**src/rtl/vid_fetch_sched.sv**
```systemverilog
// Video timing generator with a horizontal-blank scanline prefetch scheduler.
// Pixel counters drive registered sync/blank outputs. During each hblank a run of
// burst reads prefetches the next visible line from the frame buffer. The frame
// buffer base is double-buffered so a new base takes effect at the next frame.
module vid_fetch_sched #(
    parameter int unsigned H_ACTIVE   = 640,
    parameter int unsigned H_FP       = 16,
    parameter int unsigned H_SYNC     = 96,
    parameter int unsigned H_BP       = 48,
    parameter int unsigned V_ACTIVE   = 480,
    parameter int unsigned V_FP       = 10,
    parameter int unsigned V_SYNC     = 2,
    parameter int unsigned V_BP       = 33,
    parameter logic [1:0]  BURST_CODE = 2'b10,
    parameter int unsigned URGENT_CYC = 32,
    parameter logic [3:0]  MEM_TARGET = 4'h1,
    parameter logic [31:0] FB_BASE    = 32'h0
) (
    input  logic        clk,
    input  logic        reset,
    input  logic        enable,
    input  logic        selin,
    input  logic [2:0]  cmdin,
    input  logic [31:0] addrdatain,
    input  logic        ackin,
    output logic [1:0]  reqout,
    output logic [2:0]  cmdout,
    output logic [1:0]  lenout,
    output logic [31:0] addrdataout,
    output logic [3:0]  reqtar,
    output logic        hsync,
    output logic        hblank,
    output logic        vsync,
    output logic        vblank,
    output logic        fetch_active,
    output logic        underrun
);

    localparam int unsigned H_TOTAL = H_ACTIVE + H_FP + H_SYNC + H_BP;
    localparam int unsigned V_TOTAL = V_ACTIVE + V_FP + V_SYNC + V_BP;
    localparam int unsigned HW      = (H_TOTAL > 1) ? $clog2(H_TOTAL) : 1;
    localparam int unsigned VW      = (V_TOTAL > 1) ? $clog2(V_TOTAL) : 1;
    localparam int unsigned BURSTS  = H_ACTIVE >> BURST_CODE;
    localparam int unsigned BW      = $clog2(BURSTS + 1);

    // Decode thresholds held at 32 bits so counter compares never truncate.
    localparam logic [31:0] H_ACT_C  = 32'(H_ACTIVE);
    localparam logic [31:0] HS_START = 32'(H_ACTIVE + H_FP);
    localparam logic [31:0] HS_END   = 32'(H_ACTIVE + H_FP + H_SYNC);
    localparam logic [31:0] H_LAST   = 32'(H_TOTAL - 1);
    localparam logic [31:0] H_TRIG   = 32'(H_ACTIVE - 1);
    localparam logic [31:0] H_URGENT = 32'(H_TOTAL - URGENT_CYC);
    localparam logic [31:0] V_ACT_C  = 32'(V_ACTIVE);
    localparam logic [31:0] VS_START = 32'(V_ACTIVE + V_FP);
    localparam logic [31:0] VS_END   = 32'(V_ACTIVE + V_FP + V_SYNC);
    localparam logic [31:0] V_LAST   = 32'(V_TOTAL - 1);

    localparam logic [31:0]   LINE_BYTES  = 32'(H_ACTIVE * 4);
    localparam logic [31:0]   BURST_BYTES = 32'(4) << BURST_CODE;
    localparam logic [BW-1:0] BURSTS_C    = BW'(BURSTS);
    localparam logic [BW-1:0] ONE_BURST   = BW'(1);
    localparam logic [2:0]    CMD_READ    = 3'b010;
    localparam logic [2:0]    CMD_WR_BASE = 3'b011;
    localparam logic [2:0]    CMD_CLR_UR  = 3'b100;

    typedef enum logic [0:0] {StIdle, StReq} state_e;

    state_e          state_q;
    logic [HW-1:0]   hcnt_q, hcnt_d;
    logic [VW-1:0]   vcnt_q, vcnt_d, next_line;
    logic [31:0]     hcnt_q32, hcnt_d32, vcnt_d32, next_line32;
    logic            h_wrap;
    logic            fetch_line;
    logic            first_line;
    logic            urgent_d;
    logic            cfg_wr_base;
    logic            cfg_clr;
    logic [31:0]     pending_base_q;
    logic [31:0]     line_base_q;
    logic [31:0]     ptr_q;
    logic [31:0]     new_line_addr;
    logic [31:0]     next_ptr;
    logic [BW-1:0]   remaining_q;

    // Counter next-state, fetch trigger and config decode.
    always_comb begin
        hcnt_q32  = 32'(hcnt_q);
        h_wrap    = enable && (hcnt_q32 == H_LAST);
        next_line = (32'(vcnt_q) == V_LAST) ? '0 : vcnt_q + VW'(1);
        hcnt_d    = hcnt_q;
        vcnt_d    = vcnt_q;
        if (enable) begin
            if (h_wrap) begin
                hcnt_d = '0;
                vcnt_d = next_line;
            end else begin
                hcnt_d = hcnt_q + HW'(1);
            end
        end
        hcnt_d32    = 32'(hcnt_d);
        vcnt_d32    = 32'(vcnt_d);
        next_line32 = 32'(next_line);

        fetch_line  = enable && (hcnt_q32 == H_TRIG) && (next_line32 < V_ACT_C);
        first_line  = (next_line == '0);
        urgent_d    = (hcnt_d32 >= H_URGENT);
        // Line 0 rebases from the pending base; every other line steps one line on.
        new_line_addr = first_line ? pending_base_q : line_base_q + LINE_BYTES;
        next_ptr      = ptr_q + BURST_BYTES;

        cfg_wr_base = selin && (cmdin == CMD_WR_BASE);
        cfg_clr     = selin && (cmdin == CMD_CLR_UR);
    end

    // Pixel counters and registered sync/blank decode of the post-edge count.
    always_ff @(posedge clk or posedge reset) begin
        if (reset) begin
            hcnt_q <= '0;
            vcnt_q <= '0;
            hblank <= 1'b0;
            hsync  <= 1'b0;
            vblank <= 1'b0;
            vsync  <= 1'b0;
        end else begin
            hcnt_q <= hcnt_d;
            vcnt_q <= vcnt_d;
            hblank <= (hcnt_d32 >= H_ACT_C);
            hsync  <= (hcnt_d32 >= HS_START) && (hcnt_d32 < HS_END);
            vblank <= (vcnt_d32 >= V_ACT_C);
            vsync  <= (vcnt_d32 >= VS_START) && (vcnt_d32 < VS_END);
        end
    end

    // Fetch FSM with registered bus outputs, base double-buffer and underrun flag.
    always_ff @(posedge clk or posedge reset) begin
        if (reset) begin
            state_q        <= StIdle;
            pending_base_q <= FB_BASE;
            line_base_q    <= FB_BASE;
            ptr_q          <= FB_BASE;
            remaining_q    <= '0;
            underrun       <= 1'b0;
            fetch_active   <= 1'b0;
            reqout         <= 2'b00;
            cmdout         <= 3'b000;
            lenout         <= 2'b00;
            addrdataout    <= 32'h0;
            reqtar         <= 4'h0;
        end else begin
            if (cfg_wr_base) begin
                pending_base_q <= addrdatain;
            end
            // A same-cycle underrun set below overrides this clear.
            if (cfg_clr) begin
                underrun <= 1'b0;
            end
            unique case (state_q)
                StIdle: begin
                    if (fetch_line) begin
                        state_q      <= StReq;
                        remaining_q  <= BURSTS_C;
                        ptr_q        <= new_line_addr;
                        line_base_q  <= new_line_addr;
                        fetch_active <= 1'b1;
                        reqout       <= {urgent_d, 1'b1};
                        cmdout       <= CMD_READ;
                        lenout       <= BURST_CODE;
                        addrdataout  <= new_line_addr;
                        reqtar       <= MEM_TARGET;
                    end
                end
                StReq: begin
                    if (h_wrap) begin
                        // Line ran out of time: drop the request, keep line_base.
                        state_q      <= StIdle;
                        underrun     <= 1'b1;
                        fetch_active <= 1'b0;
                        reqout       <= 2'b00;
                        cmdout       <= 3'b000;
                        lenout       <= 2'b00;
                        addrdataout  <= 32'h0;
                        reqtar       <= 4'h0;
                    end else if (ackin) begin
                        if (remaining_q == ONE_BURST) begin
                            state_q      <= StIdle;
                            remaining_q  <= '0;
                            fetch_active <= 1'b0;
                            reqout       <= 2'b00;
                            cmdout       <= 3'b000;
                            lenout       <= 2'b00;
                            addrdataout  <= 32'h0;
                            reqtar       <= 4'h0;
                        end else begin
                            ptr_q       <= next_ptr;
                            remaining_q <= remaining_q - ONE_BURST;
                            addrdataout <= next_ptr;
                            reqout      <= {urgent_d, 1'b1};
                        end
                    end else begin
                        reqout[1] <= urgent_d;
                    end
                end
                default: begin
                    state_q <= StIdle;
                end
            endcase
        end
    end

endmodule
```
**config.mk**
```make
export PLATFORM = sky130hd
export DESIGN_NAME = vid_fetch_sched
export DESIGN_NICKNAME = d
export VERILOG_FILES = /design/src/rtl/vid_fetch_sched.sv
export SDC_FILE = /design/constraint.sdc
export NUM_CORES = 1
export LEC_CHECK = 0
export BUFFER_PORTS_ARGS = -buffer_cell sky130_fd_sc_hd__buf_2
export CORE_MARGIN = 3
export CORE_UTILIZATION = 40
export DETAILED_ROUTE_END_ITERATION = 10
export GPL_TIMING_DRIVEN = 0
export PLACE_DENSITY = 0.6
export SETUP_SLACK_MARGIN = 0.5
export SLEW_MARGIN = 20
export SYNTH_ARGS = -nofsm -noshare
export SYNTH_HDL_FRONTEND = slang
export SYNTH_SLANG_ARGS = --single-unit
```
**constraint.sdc**
```tcl
create_clock -name clk -period 5.4 [get_ports clk]
set_clock_uncertainty 0.15 [all_clocks]
set_input_delay 0.27 -clock clk [delete_from_list [all_inputs] [get_ports clk]]
set_output_delay 0.27 -clock clk [all_outputs]
set_load 0.03 [all_outputs]
```
### Word level (Yosys, flattened, before mapping)

Cells that the tools add are included.

* register bits: 174
* input port bits: 40
* output and inout bits: 49
* word-level logic and storage cells: 112

* add/sub/neg operators: 5
* magnitude comparators: 8
* eq/ne operators: 12
* muxes and demuxes: 54
* bitwise logic cells: 1
* reductions and logical operators: 13

Operators with widths (number)
* 32-bit two-way mux: 8
* 32-bit case mux with 2 select lines: 2
* 10-bit two-way mux: 5
* 32-bit by 12-bit adder with 32-bit output, second input constant: 1
* 32-bit by 5-bit adder with 32-bit output, second input constant: 1
* 8-bit two-way mux: 4
* 10-bit equality test, second input constant: 3
* 10-bit >= comparator, second input constant: 3
* 10-bit by 1-bit adder with 10-bit output, second input constant: 2
* 10-bit by 9-bit >= comparator with 1-bit output, second input constant: 2
* 10-bit by 9-bit less-than comparator with 1-bit output, second input constant: 2
* 4-bit two-way mux: 4
* 8-bit case mux with 2 select lines: 1
* 2-bit two-way mux: 7
* 1-bit two-way mux: 13
* 3-bit two-way mux: 4
* 10-bit zero test: 1
* 10-bit less-than comparator, second input constant: 1
* 8-bit by 1-bit equality test with 1-bit output, second input constant: 1
* 2-bit inequality test, second input constant: 4
* 2-bit case mux with 2 select lines: 2
* 4-bit case mux with 2 select lines: 1
* 8-bit by 1-bit subtractor with 8-bit output, second input constant: 1
* 1-bit logical AND: 7
* other kinds (10): 13

### Longest topological paths before layout

* depth after elaboration: 9
* depth in mapped cells: 11

### Least setup slack after synthesis

OpenSTA, ideal clock, no wires.

* path type: register to register
* start: register hcnt_q[0]
* end: register addrdataout[22]
* library setup time: 0.124 ns
* arrival: 2.505 ns
* required time: 5.126 ns
* slack: 2.622 ns
* stages on the path, launching flop included: 10
* buffers on the path: 2
* clock period less this slack: 2.778 ns
* cells stage by stage: dfrtp_1 > ha_1 > nand4b_1 > or4_4 > a2111oi_4 > o21ai_2 > and2_1 > clkbuf_1 > buf_6 > a211o_1

* word-level cells in the longest chain between the ends: 5

Ends and longest elaborated chain
* start: declaration: RTL line 69 `logic [HW-1:0] hcnt_q, hcnt_d;`
* start signal: assignment: RTL line 125 `hcnt_q <= hcnt_d;`
* 10-bit equality test: RTL line 104 `fetch_line = enable && (hcnt_q32 == H_TRIG) && (next_line32 < V_ACT_C);`
* 1-bit logical AND (2 in series): RTL line 104
* 2-bit inequality test (no line)
* 2-bit AND reduction (no line)
* end signal: assignment: RTL line 168 `addrdataout <= new_line_addr;`
* end signal: assignment: RTL line 196 `addrdataout <= next_ptr;`
* end: declaration: RTL line 29 `output logic [31:0] addrdataout,`

Parallel ways exist; a longest one is shown, timed or not.
A chain may end at the register's enable or synchronous reset.

### Worst setup path in the final report

* start: register vcnt_q[0]
* end: register line_base_q[16]

* word-level cells in the longest chain between the ends: 5

Ends and longest elaborated chain
* start: declaration: RTL line 70 `logic [VW-1:0] vcnt_q, vcnt_d, next_line;`
* start signal: assignment: RTL line 126 `vcnt_q <= vcnt_d;`
* 10-bit by 1-bit adder with 10-bit output or 10-bit equality test (tied branches): RTL line 89 `next_line = (32'(vcnt_q) == V_LAST) ? '0 : vcnt_q + VW'(1);`
* 10-bit two-way mux (*): RTL line 89
* 10-bit by 9-bit less-than comparator with 1-bit output: RTL line 104
* 1-bit logical AND: RTL line 104
* 2-bit AND reduction (no line)
* end signal: assignment: RTL line 163 `line_base_q <= new_line_addr;`
* end: declaration: RTL line 79 `logic [31:0] line_base_q;`

Every way passes the cells marked *; elsewhere a longest branch is shown, timed or not.

==> out/qor.txt <==
Post-route DRC: 0
RSZ-0062 raised after global routing: false
Die Area: 23100 µm²
Largest area contributor in the netlist: dfrtp_1
CTS tree: built
Clock Latency Late Sink: 0.43 ns
Final Hold Viols: 0
Clock slew seen by the registers of the worst setup and hold paths: 0.06 ns
Placer congestion estimate: 0.892
Synthesized instance count: 866
Yosys top cell area share: 48.3%
Met1 global-route usage: 28.3%
Setup crit end kind: flip-flop
Seq/Total Area, Yosys: 48.3%
Sink Count: 165
Async set-reset flop share out of synthesis: 100%
Starting Density: 41.4%
Initial antenna violation count: 0
Num rows: 52
Die width: 152 µm
Largest net degree at the start of global routing: 62
GRT met3 Usage: 5.37%
Initial DRC count: 580
Post-synth EDFFs: 0
Mean routed wirelength per cell: 18.4 µm
Die height: 152 µm
First-pass GRT wire length: 38300 µm
Ports: 89
I/O Buffers: 81
Grt total ovfl: 0
Vias: 7114
Status: finished, final reports clean
Max Cap Violations: 0
Area Overhead vs Synth: 20.5%
Commonest non-fill, non-tap cell in the layout: dfrtp_1
Router iterations before antenna repair: 5
Crit share post-route: 69.4%
Layout Nets: 1055
DP HPWL: 17200 µm
Fraction of layout cells with a size suffix above 1: 18.8%
Final Max Slew Viols: 0
Fmax: 267 MHz
Maximum clock path buffer count: 2
N_diodes: 0
Yosys cell types: 69
Crit Path Max Fanout: 10
Total track usage: 20.6%
Slew margin rel.: 36.8%
DRT antenna net count: 0
P_leak: 4.73 nW
Setup violations, final: 0
Worst Setup Start Kind: flip-flop
Post-DR vias/cell: 5.51
Num CTS Buffers: 17
Dpl cells: 1224
Finished Layout Cells: 1290
Hold Crit Class: in2reg
Area contributors post-synth: dfrtp_1 (48%), mux2_2 (5.0%), nand2_1 (3.8%), o21ai_0 (3.6%), xnor2_1 (3.3%)
FF+latch count, synth: 165
GR Util met2: 32.5%
CTS H-tree depth: 4
GRT busiest layer: met2
Critical Path RT: 5.59 ns
Synth warnings: 0
Average size of a mapped cell: 9.87 µm²
Worst EP arrival: 3.94 ns
Number of fill cells: 1926
Setup_tns: 0 ns
Final wirelength: 23800 µm
Vias in the first global route: 6886
Power density cells: 267 nW/µm²
Worst slew pin tran: 0.941 ns
Mapped cell area: 8540 µm²
Clock root cell: clkbuf_16
Tmin final: 3.75 ns
Dominant synthesized flop cell: dfrtp_1
Most frequent cells in the layout: dfrtp_1 (165), buf_2 (90), nand2_1 (86)
Peak supply drop: 0.000179 V
CTS resizes: 0
Crit Path Category: reg2reg
Core footprint: 20600 µm²
[final timing paths]
check                                             from  depth (start not counted)                             to  slack [ns]
hold reg to reg            addrdataout[24]$_DFFE_PP0P_                          1    addrdataout[24]$_DFFE_PP0P_        0.32
setup reg to reg                   vcnt_q[0]$_DFF_PP0_                         10    line_base_q[16]$_DFFE_PP0P_        1.65
setup / recovery                   vcnt_q[0]$_DFF_PP0_                         10    line_base_q[16]$_DFFE_PP0P_        1.65
hold / removal                                  enable                          2            hcnt_q[1]$_DFF_PP0_        0.01
min in group asynchronous                        reset                          3  pending_base_q[6]$_DFFE_PP0P_        0.23
max in group asynchronous                        reset                          5    addrdataout[27]$_DFFE_PP0P_        3.93
[report_power, final]
part           leakage (nW)  internal (mW)  switching [mW]
combinational          2.29          0.103          0.0825
sequential             2.18           1.31          0.0665
clock                 0.265          0.673           0.512
[final cells by class]
cell class | count | area [µm²] | share of cell area [%]
plain buffers | 57 | 289 | 2.81
clock buffers | 22 | 474 | 4.61
flip-flops and latches | 165 | 4130 | 40.1
multi-input cells | 626 | 4060 | 39.5
well taps | 270 | 338 | 3.28
clock inverters | 9 | 95.1 | 0.924
repair buffers | 118 | 811 | 7.88
inverters | 23 | 93.8 | 0.912
[layer usage]
layer / vias up / routed length (µm)
met5: - / 0
met4: 0 / 337
met3: 27 / 1750
met2: 232 / 11000
met1: 3436 / 10600
li1: 3419 / -
[cell usage after synthesis (3+ instances only)]
| library cell | instances |
|---|---|
| nand4_1 | 19 |
| o31ai_1 | 8 |
| and3_1 | 12 |
| a21oi_1 | 47 |
| o22ai_1 | 3 |
| nor3b_1 | 4 |
| dfrtp_1 | 165 |
| mux2i_1 | 21 |
| xor2_1 | 21 |
| inv_1 | 23 |
| a2bb2oi_1 | 5 |
| nand2_1 | 86 |
| a21o_1 | 9 |
| nor2_1 | 45 |
| buf_6 | 3 |
| or3_1 | 8 |
| a31o_2 | 3 |
| o31a_1 | 5 |
| nand3_1 | 47 |
| xnor2_1 | 32 |
| nor3_1 | 17 |
| ha_1 | 7 |
| clkbuf_1 | 32 |
| o21ai_1 | 11 |
| a211o_1 | 7 |
| or2_2 | 4 |
| and4_1 | 4 |
| o21ai_0 | 61 |
| buf_2 | 9 |
| a31oi_1 | 7 |
| nor4_1 | 10 |
| o21a_1 | 3 |
| a22oi_1 | 10 |
| a221o_1 | 6 |
| a211oi_1 | 3 |
| nor4b_1 | 3 |
| mux2_2 | 38 |
| buf_4 | 11 |
| o211ai_1 | 15 |
| or4_1 | 3 |
[registers in the layout (all words and copies together) (netlist names)]
name and cells:
hcnt_q 10, underrun 1, addrdataout 32, vblank 1
hsync 1, hblank 1, state_q 1, remaining_q 8
pending_base_q 32, ptr_q 32, vcnt_q 10, line_base_q 32
reqout 2, reqtar 1, vsync 1
[worst max-delay path, stage by stage (launching register included)]
cell and delay (ns):
dfrtp_1 0.49, ha_1 0.33, and3_1 0.19, clkbuf_1 0.23, a32oi_1 0.17, o22a_1 0.26, o21ai_2 0.44, clkbuf_1 0.55
buf_1 0.62, nand2_1 0.11, o21ai_0 0.11
[through the flow]
stage	instance area (µm²)	util (%)	power [mW]	hold slack, ns	worst slack (ns)
floorplan	8560	-	1.50	0.258	0.518
global placement	9310	45.1	1.56	0.311	-1.56
detailed placement	9370	45.5	1.57	0.154	1.73
CTS	10300	49.9	2.78	0.00246	1.70
global route	10300	49.9	2.86	0.0197	1.39
finish	10300	49.9	2.75	0.0130	1.65
[kinds of logic after synthesis]
family	after synthesis	synth area share [%]
AOI/OAI and AO/OA	217	16.4
adders and majority gates	7	1.03
other	1	0.0439
muxes	62	7.91
and+or+nand+nor	281	16.5
xor gates and xnor gates	53	5.43
DFF	165	48.3
buffers and inverters	80	4.39
[repair_timing]
action                                  4_1_cts  5_1_grt
endpoints found under the setup margin        0        0
endpoints found under the hold margin        82        0
hold buffers                                 35        0
buffers inserted                              0        0
(Power assumes the default switching activity.)
